==> src/rtl/spi_slave_byte_if.sv <==
// Bus bundle for spi_slave_byte: SPI pins on the master side, word handshake on the core side.
interface spi_slave_byte_if #(
  parameter int unsigned DATABITS = 8
);
  logic                SPI_SCK;
  logic                SPI_CS_n;
  logic                SPI_MOSI;
  logic                SPI_MISO;
  logic                TX_DV;
  logic [DATABITS-1:0] TX_Data;
  logic                RX_DV;
  logic [DATABITS-1:0] RX_Data;
  logic                busy;

  modport slave (
    input  SPI_SCK, SPI_CS_n, SPI_MOSI, TX_DV, TX_Data,
    output SPI_MISO, RX_DV, RX_Data, busy
  );

  modport master (
    output SPI_SCK, SPI_CS_n, SPI_MOSI, TX_DV, TX_Data,
    input  SPI_MISO, RX_DV, RX_Data, busy
  );
endinterface

==> src/rtl/spi_slave_byte.sv <==
// SPI mode-0 slave, MSB first, oversampled by clk; one word per DATABITS SCK cycles.
module spi_slave_byte #(
  parameter int unsigned DATABITS = 8,
  parameter int unsigned SYNC     = 2
) (
  input  logic               clk,
  input  logic               rst_n,
  spi_slave_byte_if.slave    bus
);
  localparam int unsigned      CW   = (DATABITS > 1) ? $clog2(DATABITS) : 1;
  localparam logic [CW-1:0]    LAST = CW'(DATABITS - 1);

  typedef enum logic {IDLE, ACTIVE} state_t;

  logic [SYNC-1:0]     sck_sync, cs_sync, mosi_sync;
  logic                sck_d, cs_d;
  logic                sck_s, cs_s, mosi_s;
  logic                sck_rise, sck_fall, cs_rise, cs_fall;

  state_t              state;
  logic [CW-1:0]       bit_cnt;
  logic [DATABITS-1:0] tx_buf, tx_sr, rx_sr, rx_data_q;
  logic                word_done, rx_dv_q, miso_q, busy_q;

  // CS_n chain resets low so a CS_n already low at release never looks like a fresh falling edge.
  always_ff @(posedge clk or negedge rst_n) begin
    if (!rst_n) begin
      sck_sync  <= '0;
      cs_sync   <= '0;
      mosi_sync <= '0;
      sck_d     <= 1'b0;
      cs_d      <= 1'b0;
    end else begin
      sck_sync  <= {sck_sync[SYNC-2:0], bus.SPI_SCK};
      cs_sync   <= {cs_sync[SYNC-2:0], bus.SPI_CS_n};
      mosi_sync <= {mosi_sync[SYNC-2:0], bus.SPI_MOSI};
      sck_d     <= sck_s;
      cs_d      <= cs_s;
    end
  end

  always_comb begin
    sck_s    = sck_sync[SYNC-1];
    cs_s     = cs_sync[SYNC-1];
    mosi_s   = mosi_sync[SYNC-1];
    sck_rise = sck_s & ~sck_d;
    sck_fall = ~sck_s & sck_d;
    cs_rise  = cs_s & ~cs_d;
    cs_fall  = ~cs_s & cs_d;
  end

  always_ff @(posedge clk or negedge rst_n) begin
    if (!rst_n)          tx_buf <= '0;
    else if (bus.TX_DV)  tx_buf <= TX_Data_w();
  end

  function automatic logic [DATABITS-1:0] TX_Data_w();
    return bus.TX_Data;
  endfunction

  // MISO is updated alongside tx_sr so it presents the new MSB in the same clk as the shift.
  always_ff @(posedge clk or negedge rst_n) begin
    if (!rst_n) begin
      state     <= IDLE;
      bit_cnt   <= '0;
      tx_sr     <= '0;
      rx_sr     <= '0;
      word_done <= 1'b0;
      rx_dv_q   <= 1'b0;
      rx_data_q <= '0;
      miso_q    <= 1'b0;
      busy_q    <= 1'b0;
    end else begin
      rx_dv_q   <= word_done;
      word_done <= 1'b0;
      if (word_done) rx_data_q <= rx_sr;
      case (state)
        IDLE: begin
          if (cs_fall) begin
            state   <= ACTIVE;
            tx_sr   <= tx_buf;
            miso_q  <= tx_buf[DATABITS-1];
            bit_cnt <= '0;
            busy_q  <= 1'b1;
          end
        end
        ACTIVE: begin
          if (cs_rise) begin
            state   <= IDLE;
            bit_cnt <= '0;
            busy_q  <= 1'b0;
            miso_q  <= 1'b0;
          end else if (sck_rise) begin
            rx_sr <= {rx_sr[DATABITS-2:0], mosi_s};
            if (bit_cnt == LAST) begin
              bit_cnt   <= '0;
              word_done <= 1'b1;
            end else begin
              bit_cnt <= bit_cnt + 1'b1;
            end
          end else if (sck_fall) begin
            // bit_cnt is back at 0 only after a completed word: reload for back-to-back output.
            if (bit_cnt == '0) begin
              tx_sr  <= tx_buf;
              miso_q <= tx_buf[DATABITS-1];
            end else begin
              tx_sr  <= {tx_sr[DATABITS-2:0], 1'b0};
              miso_q <= tx_sr[DATABITS-2];
            end
          end
        end
        default: state <= IDLE;
      endcase
    end
  end

  assign bus.SPI_MISO = miso_q;
  assign bus.RX_DV    = rx_dv_q;
  assign bus.RX_Data  = rx_data_q;
  assign bus.busy     = busy_q;
endmodule

==> src/flat_wrapper.sv <==
// flat-port wrapper written by rule: the top's interface ports become plain ports
module spi_slave_byte_flat 
#(
  parameter int unsigned DATABITS = 8,
  parameter int unsigned SYNC     = 2
)
  (clk, rst_n, bus_SPI_SCK, bus_SPI_CS_n, bus_SPI_MOSI, bus_TX_DV, bus_TX_Data, bus_SPI_MISO, bus_RX_DV, bus_RX_Data, bus_busy);
  spi_slave_byte_if #(.DATABITS(DATABITS)) bus_i ();
  input  logic clk;
  input  logic rst_n;
  input wire logic [$bits(bus_i.SPI_SCK)-1:0] bus_SPI_SCK;
  input wire logic [$bits(bus_i.SPI_CS_n)-1:0] bus_SPI_CS_n;
  input wire logic [$bits(bus_i.SPI_MOSI)-1:0] bus_SPI_MOSI;
  input wire logic [$bits(bus_i.TX_DV)-1:0] bus_TX_DV;
  input wire logic [$bits(bus_i.TX_Data)-1:0] bus_TX_Data;
  output wire logic [$bits(bus_i.SPI_MISO)-1:0] bus_SPI_MISO;
  output wire logic [$bits(bus_i.RX_DV)-1:0] bus_RX_DV;
  output wire logic [$bits(bus_i.RX_Data)-1:0] bus_RX_Data;
  output wire logic [$bits(bus_i.busy)-1:0] bus_busy;
  assign bus_i.SPI_SCK = bus_SPI_SCK;
  assign bus_i.SPI_CS_n = bus_SPI_CS_n;
  assign bus_i.SPI_MOSI = bus_SPI_MOSI;
  assign bus_i.TX_DV = bus_TX_DV;
  assign bus_i.TX_Data = bus_TX_Data;
  assign bus_SPI_MISO = bus_i.SPI_MISO;
  assign bus_RX_DV = bus_i.RX_DV;
  assign bus_RX_Data = bus_i.RX_Data;
  assign bus_busy = bus_i.busy;
  spi_slave_byte #(.DATABITS(DATABITS), .SYNC(SYNC)) u_core (.clk(clk), .rst_n(rst_n), .bus(bus_i));
endmodule
==> config.mk <==
export PLATFORM = sky130hd
export DESIGN_NAME = spi_slave_byte_flat
export DESIGN_NICKNAME = d
export VERILOG_FILES = /design/src/rtl/spi_slave_byte_if.sv /design/src/rtl/spi_slave_byte.sv /design/src/flat_wrapper.sv
export SDC_FILE = /design/constraint.sdc
export NUM_CORES = 1
export LEC_CHECK = 0
export CAP_MARGIN = 10
export CORE_MARGIN = 10
export CORE_UTILIZATION = 40
export CTS_CLUSTER_DIAMETER = 200
export DETAILED_ROUTE_END_ITERATION = 8
export MAX_ROUTING_LAYER = met4
export PLACE_DENSITY = 0.64
export SLEW_MARGIN = 0
export SYNTH_ARGS = -nofsm -noshare
export SYNTH_HDL_FRONTEND = slang
export SYNTH_SLANG_ARGS = --single-unit
==> constraint.sdc <==
create_clock -name clk -period 1.5 [get_ports clk]
set_clock_uncertainty 0.1 [all_clocks]
set_input_delay 0.3 -clock clk [delete_from_list [all_inputs] [get_ports clk]]
set_output_delay 0.3 -clock clk [all_outputs]
set_load 0.005 [all_outputs]
# --- Yosys cells after proc, flatten, opt, wreduce, memory -nomap -nowiden ---
# Index checks and enable logic that the tools add are counted.
totals:
  register_bits: 47
  output_inout_bits: 11
  elab_cells: 68
op_classes:
  n_addsub: 1
  n_eq_ne: 9
  muxes: 27
  n_bitwise: 10
  reduce_logical: 6
op_table:
  columns: ["operator", "count"]
  rows:
  - ["$mux 7", 5]
  - ["$pmux 7 s2", 1]
  - ["$mux 1", 13]
  - ["$mux 3", 4]
  - ["$ne 2x1->1 const B", 3]
  - ["$ne 3x1->1 const B", 2]
  - ["$not 1->1", 6]
  - ["$pmux 1 s2", 3]
  - ["$pmux 3 s2", 1]
  - ["$reduce_and 3->1", 2]
  - ["$and 1x1->1", 4]
  - ["$ne 2x2->1 const B", 2]
  - ["$reduce_and 2->1", 2]
  - ["$reduce_and 4->1", 1]
  - ["$add 3x1->3 const B", 1]
  - ["$eq 3x3->1 const B", 1]
  - ["$logic_not 3->1", 1]
  - ["$ne 3x3->1 const B", 1]

# --- Logic depth before layout (Yosys ltp) ---
depth:
  ltp_word: 6
  ltp_mapped: 6
  ltp_nobuf: 6

# --- Worst setup path before layout ---
# OpenSTA, ideal clock, no wires.
synth_path:
  kind: "register to register"
  startpoint: "register u_core.state"
  endpoint: "register u_core.bit_cnt[0]"
  setup_ns: 0.125
  arrival_time_ns: 1.259
  required_ns: 1.275
  slack_ns: 0.016
  path_stages_with_launch: 5
  path_buffers: 1
  path_cell_list: "dfrtp_1 -> buf_6 -> nor3b_2 -> a21o_1 -> mux2_4"
synth_via:
  elab_chain_cells: 3
synth_lines:
  columns: ["element", "line_no", "source"]
  rows:
  - ["start, declared", "spi_slave_byte.sv:20", "state_t state;"]
  - ["start signal, assigned", "spi_slave_byte.sv:64", "state <= IDLE;"]
  - ["start signal, assigned", "spi_slave_byte.sv:80", "state <= ACTIVE;"]
  - ["start signal, assigned", "spi_slave_byte.sv:89", "state <= IDLE;"]
  - ["$not 1->1", "spi_slave_byte.sv:77", "case (state)"]
  - ["$ne 2x1->1 (no line)", null, null]
  - ["$reduce_and 2->1 (no line)", null, null]
  - ["end signal, assigned", "spi_slave_byte.sv:99", "bit_cnt <= bit_cnt + 1'b1;"]
  - ["end, declared", "spi_slave_byte.sv:21", "logic [CW-1:0] bit_cnt;"]
# Several ways; a longest one is shown, not always the timed one.
# A chain may end at the register's enable or synchronous reset.

# --- Final worst setup path ---
layout_path:
  startpoint: "register u_core.bit_cnt[0]"
  endpoint: "register u_core.bit_cnt[1]"
layout_via:
  elab_chain_cells: 5
layout_lines:
  columns: ["element", "line_no", "source"]
  rows:
  - ["$add 3x1->3 or $eq 3x3->1 (tied branches)", "spi_slave_byte.sv:99, spi_slave_byte.sv:95", null]
  - ["$mux 3 *", "spi_slave_byte.sv:95", "if (bit_cnt == LAST) begin"]
  - ["$mux 3 *", "spi_slave_byte.sv:93", "end else if (sck_rise) begin"]
  - ["$mux 3 *", "spi_slave_byte.sv:88", "if (cs_rise) begin"]
  - ["$pmux 3 s2 *", "spi_slave_byte.sv:77", null]
# Every way passes the cells marked *; elsewhere a longest branch is shown, timed or not. The select of a mux whose other input is x is not followed.

==> results.sh <==
export IMPL_vias=1121
export IMPL_peakVddDrop_uv=731
export IMPL_crit_type="flop to flop"
export IMPL_drive_above_1_share=0.282
export IMPL_min_period_over_period=0.959
export IMPL_syn_avg_cell_area_um2=13.8
export IMPL_finalWorstSetupSlack_ns=0.0620
export IMPL_r2r_slack_ns=0.06
export IMPL_crit_start="u_core.bit_cnt[0]"
export IMPL_hold_viol=0
export IMPL_start_util=0.424
export IMPL_antenna_cells=0
export IMPL_slew_headroom=0.705
export IMPL_wirelength_um=3300
export IMPL_finalMaxSlewViolations=0
export IMPL_end_kind="flop"
export IMPL_cts_tree="done"
export IMPL_r2r_cells=6
export IMPL_min_path_type="flop to flop"
export IMPL_cp_required_ns=1.61
export IMPL_die_h_um=88.9
export IMPL_drt_iter0_markers=27
export IMPL_grt_pass1_wl_um=5800
export IMPL_crit_path_top_delay_cell="dfrtp_1"
export IMPL_cts_htree_levels=2
export IMPL_dieArea_um2=7900
export IMPL_rows=24
export IMPL_clk_pin_slew_ns=0.08
export IMPL_drc_errors=0
export IMPL_synth_async_reset_ratio=1.00
export IMPL_r2r_start="u_core.bit_cnt[0]"
export IMPL_core_um2=4470
export IMPL_grt_max_degree=31
export IMPL_synth_main_ff_cell="dfrtp_1"
export IMPL_worstPathArrival_ns=1.55
export IMPL_insertion_delay_ns=0.29
export IMPL_synth_cell_type_count=27
export IMPL_power_total_mw=3.13
export IMPL_layout_common_cells="dfrtp_1 (45), mux2_2 (17), clkdlybuf4s50_1 (12)"
export IMPL_clock_path_buffers=2
export IMPL_wl_per_cell_um=14.4
export IMPL_yosys_warnings=0
export IMPL_final_common_cell="dfrtp_1"
export IMPL_start_kind="flop"
export IMPL_max_cap_violations=0
export IMPL_dp_cells=216
export IMPL_synth_ff_latch_count=47
export IMPL_antenna_found_initial=0
export IMPL_place_ws_ns=0.000369
export IMPL_clock_fmax_mhz=695
export IMPL_grt_overflow_total=0
export IMPL_numCtsBuffers=5
export IMPL_post_route_cell_area_um2=2430
export IMPL_dpl_hpwl_um=2400
export IMPL_hold_depth=0
export IMPL_min_period_ns=1.44
export IMPL_status="complete, no violations"
export IMPL_multi_input_area_um2=711
export IMPL_place_congestion=0.722
export IMPL_io_buffers=24
export IMPL_timing_hold_ws_ns=0.251
export IMPL_synth_seq_area_share=0.620
export IMPL_max_stage_delay_ns=0.38
export IMPL_io_pins=25
export IMPL_nets=193
export IMPL_setup_viol_count_final=0
export IMPL_grt_total_usage=0.0969
export IMPL_fin_util=0.544
export IMPL_areaGrowthSynthToFinish_pct=28.3
export IMPL_ctsRootBufferMaster="clkbuf_8"
export IMPL_first_pass_iters=3
export IMPL_tightest_slew_ns=0.443
export IMPL_cp_max_fo=3
export IMPL_fp_dieW_um=88.9
export IMPL_placed_area_um2=2270
export IMPL_netlist_area_um2=1900
export IMPL_worstHoldStart="u_core.sck_sync[0]"
export IMPL_cellPowerDensity_nw_per_um2=1280
export IMPL_finalSetupTns_ns=0
export IMPL_postSynthCellCount=137
export IMPL_crit_path_cell_trace="buf_4, ha_1, ha_1, inv_1, nand4_1, mux2i_1"
export IMPL_grt_pass1_vias=1281
export IMPL_fillerInstances=396
export IMPL_clock_sinks=47
export IMPL_avgViaCountPerCell=4.90
export IMPL_ant_nets=0
export IMPL_stdcell_count=229
export IMPL_seq_area_um2=1180
export IMPL_postSynthNetCount=154
export IMPL_leakage_nw=1.19
export IMPL_synth_edf_count=0
export IMPL_cpMostUsedCell="ha_1"
-- final cells by class --
type                            instances  share of cell area
Timing Repair Buffer                   36               0.151
Tap cell                               52              0.0267
Clock buffer                            7              0.0314
Multi-Input combinational cell         78               0.292
Inverter                                8              0.0123
Clock inverter                          1             0.00206
Sequential cell                        47               0.484
-- worst paths after layout --
check / endpoint
max: u_core.bit_cnt[1]
min: u_core.sck_sync[1]
max reg2reg: u_core.bit_cnt[1]
min reg2reg: u_core.sck_sync[1]
max in group asynchronous: u_core.state
min in group asynchronous: u_core.tx_buf[7]
-- Yosys cell counts (2+ instances only) --
| library cell | n | area (um^2) |
|---|---|---|
| buf_6 | 2 | 22.5 |
| mux2i_1 | 7 | 70.1 |
| ha_1 | 3 | 37.5 |
| dfrtp_1 | 47 | 1180 |
| nand2_1 | 12 | 45.0 |
| o21ai_1 | 7 | 35.0 |
| o21ai_0 | 5 | 25.0 |
| mux2_2 | 17 | 191 |
| nor2_1 | 4 | 15.0 |
| inv_1 | 7 | 26.3 |
| clkbuf_1 | 2 | 7.51 |
| a21oi_1 | 2 | 10.0 |
| mux2_1 | 8 | 90.1 |
-- metal layers --
layer | vias to the layer above | global-route usage | wire, um
li1 | 556 | - | -
met1 | 541 | 0.108 | 1510
met2 | 17 | 0.158 | 1640
met3 | 7 | 0.0267 | 99
met4 | 0 | 0.0441 | 56
met5 | - | - | 0
-- kinds of logic (layout without fill, tap and decap cells) --
| logic type | count (synthesis) | in the layout | synth area share |
|---|---|---|---|
| flip-flops | 47 | 47 | 0.620 |
| multiplexers | 33 | 33 | 0.193 |
| AND/OR/NAND/NOR | 25 | 25 | 0.0864 |
| AO/OA/AOI/OAI | 17 | 17 | 0.0488 |
| buffers and inverters | 12 | 52 | 0.0317 |
| adder cells (fa/ha/maj) | 3 | 3 | 0.0198 |
-- power breakdown --
group          switching (mW)  internal (mW)  total [mW]  leakage (nW)
combinational           0.326          0.443       0.770         0.555
clock                   0.380          0.327       0.707        0.0422
sequential              0.148           1.50        1.65         0.589
total                   0.855           2.27        3.13          1.19
-- state kept, by name (all words and copies together), names as in the netlist --
register	cells
u_core.bus.RX_Data	8
u_core.cs_sync	2
u_core.cs_d	1
u_core.bit_cnt	3
u_core.state	1
u_core.mosi_sync	2
u_core.word_done	1
u_core.bus.SPI_MISO	1
u_core.rx_sr	8
u_core.bus.busy	1
u_core.bus.RX_DV	1
u_core.tx_buf	8
u_core.sck_sync	2
u_core.sck_d	1
u_core.tx_sr	7
-- what timing repair did --
action / CTS / global route
buffers inserted: 1 / 3
hold buffers: 1 / 0
endpoints found under the hold margin: 17 / 0
endpoints found under the setup margin: 11 / 16
pin swaps: 0 / 4
gates resized for setup: 11 / 12
-- worst max-delay path, delay by kind of cell, from the launching register on --
| kind | cells | cell delay, ns |
|---|---|---|
| buf+inv | 2 | 0.24 |
| simple gates | 1 | 0.07 |
| fa+ha+maj | 2 | 0.41 |
| mux | 1 | 0.15 |
| flops | 1 | 0.38 |
(Power assumes the default switching activity.)
